===== src/rtl/rr_arbiter_timeslice_param.sv =====
// Round-robin arbiter for N requesters; an owner keeps the grant for up to SLICE
// cycles while requesting, and can hand it over early by dropping its request.
module rr_arbiter_timeslice_param #(
    parameter int N     = 4,
    parameter int SLICE = 4,
    localparam int IDW  = $clog2(N),
    localparam int CW   = $clog2(SLICE + 1)
) (
    input  logic           clk,
    input  logic           rst,
    input  logic [N-1:0]   req,
    output logic [N-1:0]   gnt,
    output logic           gnt_valid,
    output logic [IDW-1:0] gnt_id,
    output logic           slice_end,
    output logic           dbg_state
);

    typedef enum logic {
        IDLE = 1'b0,
        OWN  = 1'b1
    } state_e;

    state_e         state_q, state_d;
    logic [IDW-1:0] owner_q, owner_d;
    logic [IDW-1:0] ptr_q, ptr_d;
    logic [CW-1:0]  cnt_q, cnt_d;
    logic [N-1:0]   gnt_q, gnt_d;
    logic           slice_end_q, slice_end_d;

    logic           hold;
    logic           found;
    logic [IDW-1:0] pick;
    logic [IDW-1:0] idx;

    always_ff @(posedge clk) begin
        if (rst) begin
            state_q     <= IDLE;
            owner_q     <= '0;
            ptr_q       <= IDW'(N - 1);
            cnt_q       <= '0;
            gnt_q       <= '0;
            slice_end_q <= 1'b0;
        end else begin
            state_q     <= state_d;
            owner_q     <= owner_d;
            ptr_q       <= ptr_d;
            cnt_q       <= cnt_d;
            gnt_q       <= gnt_d;
            slice_end_q <= slice_end_d;
        end
    end

    always_comb begin
        state_d     = state_q;
        owner_d     = owner_q;
        ptr_d       = ptr_q;
        cnt_d       = cnt_q;
        gnt_d       = '0;
        slice_end_d = 1'b0;
        found       = 1'b0;
        pick        = '0;
        idx         = '0;

        // While owning, ptr equals the owner, so the scan below skips the owner
        // and only falls back to it when nobody else is asking.
        hold = (state_q == OWN) && req[owner_q] && (cnt_q != CW'(SLICE));

        for (int i = 1; i < N; i++) begin
            idx = IDW'((int'(ptr_q) + i) % N);
            if (!found && req[idx]) begin
                found = 1'b1;
                pick  = idx;
            end
        end

        if (hold) begin
            cnt_d = cnt_q + CW'(1);
        end else if (found) begin
            state_d = OWN;
            owner_d = pick;
            ptr_d   = pick;
            cnt_d   = CW'(1);
        end else if (req[ptr_q]) begin
            state_d = OWN;
            owner_d = ptr_q;
            cnt_d   = CW'(1);
        end else begin
            state_d = IDLE;
            cnt_d   = '0;
        end

        if (state_d == OWN) begin
            gnt_d[owner_d] = 1'b1;
            slice_end_d    = (cnt_d == CW'(SLICE));
        end
    end

    assign gnt       = gnt_q;
    assign gnt_valid = (state_q == OWN);
    assign gnt_id    = owner_q;
    assign slice_end = slice_end_q;
    assign dbg_state = (state_q == OWN);

endmodule

===== config.mk =====
export PLATFORM = sky130hd
export DESIGN_NAME = rr_arbiter_timeslice_param
export DESIGN_NICKNAME = d
export VERILOG_FILES = /design/src/rtl/rr_arbiter_timeslice_param.sv
export SDC_FILE = /design/constraint.sdc
export NUM_CORES = 1
export LEC_CHECK = 0
export ABC_AREA = 1
export CAP_MARGIN = 20
export CORE_MARGIN = 3
export CORE_UTILIZATION = 25
export CTS_BUF_LIST = sky130_fd_sc_hd__clkbuf_8
export CTS_CLUSTER_DIAMETER = 40
export CTS_CLUSTER_SIZE = 12
export DETAILED_ROUTE_END_ITERATION = 8
export HOLD_SLACK_MARGIN = 0.05
export PLACE_DENSITY = 0.56
export SYNTH_ARGS = -nofsm -noshare
export SYNTH_HDL_FRONTEND = slang
export SYNTH_SLANG_ARGS = --single-unit

===== constraint.sdc =====
create_clock -name clk -period 1.5 [get_ports clk]
set_clock_uncertainty 0.2 [all_clocks]
set_input_delay 0.3 -clock clk [delete_from_list [all_inputs] [get_ports clk]]
set_output_delay 0.3 -clock clk [all_outputs]
set_load 0.01 [all_outputs]

Word-level counts from Yosys, hierarchy flattened
Cells that the tools add are included.
W data, S select, Z words.
- register bits after elaboration: 13
- bits of input ports: 6
- output and inout port bits: 9
- add/sub/neg operators: 4
- order comparisons: 7
- eq/ne operators: 2
- multiplexer cells: 27
- bitwise operators: 2
- reduce and logical (&&, ||, !) cells: 9
- operator list (cell ; number):
    $lt A2 B3 Y1 const B ; 6
    $mux W1 ; 14
    $mux W2 ; 6
    $bmux W1 S2 ; 5
    $logic_and A1 B1 Y1 ; 5
    $add A2 B2 Y2 const B ; 2
    $add A3 B1 Y3 const B ; 1
    $eq A3 B3 Y1 const B ; 1
    $mux W3 ; 1
    $ne A3 B3 Y1 const B ; 1
    $add A2 B1 Y2 const B ; 1
    $demux W1 S2 ; 1
    $ge A2 B1 Y1 const B ; 1
    $logic_not A1 Y1 ; 2
    $not A1 Y1 ; 2
    $reduce_and A2 Y1 ; 1
    $reduce_or A2 Y1 ; 1

Longest topological paths before layout
- depth in word-level cells: 16
- gate-level depth with buffers: 13
- mapped depth without buffers: 12

Worst setup path before layout
Ideal clock, no wire load.
- path kind: register to register
- start point: reg cnt_q[0]
- end point: reg gnt_q[2] (netlist: gnt[2])
- setup time: 116 ps
- arrival: 1354 ps
- data required time: 1184 ps
- slack: -170 ps
- stages on the path, launching flop included: 11
- clock period less this slack: 1670 ps
- cells stage by stage: dfxtp_1 -> inv_1 -> ha_1 -> a21boi_0 -> nand3_1 -> inv_1 -> a21oi_4 -> nand2_2 -> nand2_1 -> nor2_1 -> nor2_1
- longest elaborated chain between the ends: 7
- ends and longest elaborated chain (element ; line ; RTL):
    from (decl) ; 27 ; logic [CW-1:0] cnt_q, cnt_d;
    from (signal assigned) ; 48 ; cnt_q <= cnt_d;
    $ne A3 B3 Y1 * ; 67 ; hold = (state_q == OWN) && req[owner_q] && (cnt_q != CW'(SLICE));
    $logic_and A1 B1 Y1 * ; 67 ;
    $mux W2 ; 77 ; if (hold) begin
    $lt A2 B3 Y1 (not written as such) or $ge A2 B1 Y1 (tied branches) ; 94 ; gnt_d[owner_d] = 1'b1;
    $logic_and A1 B1 Y1 (not written as such) ; 94 ;
    $mux W1 (not written as such) ; 94 ;
    $demux W1 S2 ; 94 ;
    to (signal assigned) ; 49 ; gnt_q <= gnt_d;
    to (decl) ; 28 ; logic [N-1:0] gnt_q, gnt_d;
Every way passes the cells marked *; elsewhere a longest branch is shown, timed or not.
A chain may end at the register's enable or synchronous reset.

Worst setup path in the final report
- start point: reg ptr_q[0]
- end point: reg gnt_q[0] (netlist: gnt[0])
- longest elaborated chain between the ends: 16
- ends and longest elaborated chain (element ; line ; RTL):
    from (decl) ; 26 ; logic [IDW-1:0] ptr_q, ptr_d;
    from (signal assigned) ; 40 ; ptr_q <= IDW'(N - 1);
    from (signal assigned) ; 47 ; ptr_q <= ptr_d;
    $add A2 B1 Y2 ; 70 ; idx = IDW'((int'(ptr_q) + i) % N);
    $bmux W1 S2 ; 71 ; if (!found && req[idx]) begin
    $mux W1 (not written as such) ; 71 ;
    $mux W1 ; 71 ;
    $logic_not A1 Y1 ; 71 ;
    $logic_and A1 B1 Y1 ; 71 ;
    $mux W1 ; 71 ;
    $logic_not A1 Y1 ; 71 ;
    $logic_and A1 B1 Y1 ; 71 ;
    $mux W2 or $mux W1 (tied branches) ; 71 ;
    $mux W2 ; 79 ; end else if (found) begin
    $mux W2 ; 77 ;
    $lt A2 B3 Y1 (not written as such) or $ge A2 B1 Y1 (tied branches) ; 94 ;
    $logic_and A1 B1 Y1 (not written as such) ; 94 ;
    $mux W1 (not written as such) ; 94 ;
    $demux W1 S2 ; 94 ;
Several ways; a longest one is shown, not always the timed one. The select of a mux whose other input is x is not followed.

==> out/results.txt <==
status = finished with violations
failing checks = negative setup slack
Hold WC Path Type = reg -> reg
design area = 1410 µm²
Period minus WS final = 1.72 ns
# DRC = 0
Vias/cell = 4.38
via count = 862
TritonRoute pass-1 iters = 4
TritonCTS clock tree = built
final wirelength = 2.19 mm
site row count = 20
Layout area overhead = 70.9%
depth of the worst hold-timing path = 2
Initial Util = 0.266
relative slew slack = 0.852
Worst Setup End Kind = flip-flop
Placed Instances = 187
syn_nets = 123
fraction of layout cells with a size suffix above 1 = 0.549
Reg-to-Reg End = gnt[0]
# nets final = 162
die width = 63.4 µm
height of the die = 63.4 µm
DRT iter0 DRCs = 35
r2r setup slk = -0.22 ns
worst hold margin = 0.330 ns
syn_area_per_cell = 7.17 µm²
vias in the first global route = 850
largest net degree at the start of global routing = 8
H-tree depth = 1
Yosys top cell by area = dfxtp_1
crit start category = flip-flop
Unique masters post-synth = 25
Seq/Total Area, Yosys = 0.316
most common cell after layout, fill and taps aside = buf_4
yosys warns = 0
initial antenna violation count = 0
post-DP HPWL = 1.48 mm
RSZ-0062 raised after global routing = true
WL/cell = 11.1 µm
pwr dens = 2070 nW/µm²
cells after synthesis = 115
Tot GR Track Use = 0.108
most frequent cells in the layout = 18 x buf_4, 15 x nand2_1, 13 x nand2_2
Final Hold Fails = 0
Antenna Cells = 0
Final period util = 1.15
Worst EP arrival = 1.65 ns
HP Start = cnt_q[0]
max-slew violations = 0
Final GP Congestion = 0.834
Num CTS Buffers = 3
core area = 3100 µm²
# setup viols final = 11
origin of the critical flop-to-flop path = ptr_q[0]
Worst Hold End = cnt_q[0]
peak supply drop = 562 µV
R2R depth = 10
maximum fanout along the worst path = 5
Max-cap violations = 0
fill cell count = 334
clock sink total = 13
critical path type = reg -> reg
global-route wire length before repair = 3.48 mm
Mapped Area = 825 µm²
FF+latch count, synth = 13
Clock Latency Late Sink = 0.24 ns
Leakage = 0.713 nW
Yosys top cell area share = 0.316
CTS max path bufs = 2
fin cells = 197
Critical Path RT = 1.43 ns
synth top area cells = dfxtp_1 32%, nand2_1 12%, nand2_2 11%, inv_1 5.9%, nor2_1 5.5%
worst slew pin tran = 0.221 ns
Placed Area = 1140 µm²
max frequency = 581 MHz
hold_buf cts = 0
Final ANT Viol Nets = 0
IO Pins = 15
Die Area = 4020 µm²
grt total ovfl = 0
Port-buffer cells = 14
Worst-path clk slew = 0.05 ns
final setup margin = -0.220 ns
Root Driver = clkbuf_8
==> how the worst max path moves through the flow <==
stage,from,endpoint,slack (ns),cells after the start
global placement,req[2],gnt[3],-0.54,11
global route,ptr_q[0],gnt[3],-0.32,13
detailed placement,req[3],gnt[3],-0.56,11
floorplan,ptr_q[0],gnt[3],-0.06,12
finish,ptr_q[0],gnt[0],-0.22,10
CTS,ptr_q[0],gnt[1],-0.20,12
==> synthesized netlist by cell type <==
cell type / number
a21boi_0: 2
a21oi_1: 4
a21oi_4: 1
buf_4: 1
buf_6: 1
dfxtp_1: 13
ha_1: 2
inv_1: 13
inv_2: 2
inv_8: 1
nand2_1: 26
nand2_2: 14
nand2_4: 1
nand3_1: 8
nand3_2: 2
nand3b_1: 1
nand3b_2: 1
nand4_1: 2
nor2_1: 12
nor2_8: 1
nor4_1: 1
o211ai_1: 2
o21ai_0: 2
o21ai_2: 1
xor2_1: 1
==> worst max-delay path: stages, from the launching register on <==
cell	delay [ns]
dfxtp_2	0.33
buf_12	0.13
nand2_1	0.10
nand2_4	0.09
nand2_4	0.08
nand2_4	0.07
nor2_8	0.14
nand3_2	0.10
nor2_2	0.13
nand3b_2	0.16
nor2_1	0.06
==> per-stage QoR <==
step	power, mW	worst slack [ns]	TNS [ns]	utilization
after floorplan	1.58	-0.0575	-0.249	-
after global placement	2.08	-0.536	-5.83	0.367
after detailed placement	2.09	-0.555	-6.01	0.367
after CTS	2.57	-0.198	-1.51	0.415
after global routing	3.14	-0.316	-2.90	0.454
final	2.91	-0.220	-1.82	0.454
==> power by group <==
part           internal [mW]  total, mW  switching [mW]
combinational          0.897       2.07            1.17
clock                  0.180      0.298           0.118
sequential             0.467      0.547          0.0794
==> layer usage <==
metal  routed length, µm  GRT usage
met1                 923      0.124
met2                1120      0.192
met3                  93     0.0410
met4                  52     0.0162
met5                   0          0
==> area by class of cell <==
type                    instances  area (µm²)  area share
multi-input cells              84         648       0.460
repair buffers                 36         314       0.223
flip-flops and latches         13         272       0.193
inverters                      16        75.1      0.0533
well taps                      44        55.1      0.0391
clock buffers                   3        41.3      0.0293
clock inverters                 1        3.75     0.00266
==> registers in the layout, summed over array words and instances, names as in the netlist <==
name       flops
cnt_q          3
ptr_q          2
slice_end      1
gnt_id         2
dbg_state      1
gnt            4
==> logic make-up after synthesis <==
family	count (synthesis)	share of synthesized area
adder cells (fa/ha/maj)	2	0.0303
flip-flops	13	0.316
buffers and inverters	18	0.105
AND/OR/NAND/NOR	69	0.436
AO/OA/AOI/OAI	12	0.103
XOR/XNOR	1	0.0106
==> repair_timing <==
item | CTS | global route
resized for setup | 36 | 34
pin swaps | 16 | 14
endpoints found under the hold margin | 0 | 0
setup buffers | 5 | 1
endpoints found under the setup margin | 22 | 13
No activity file was read; power rests on OpenSTA's default activity.
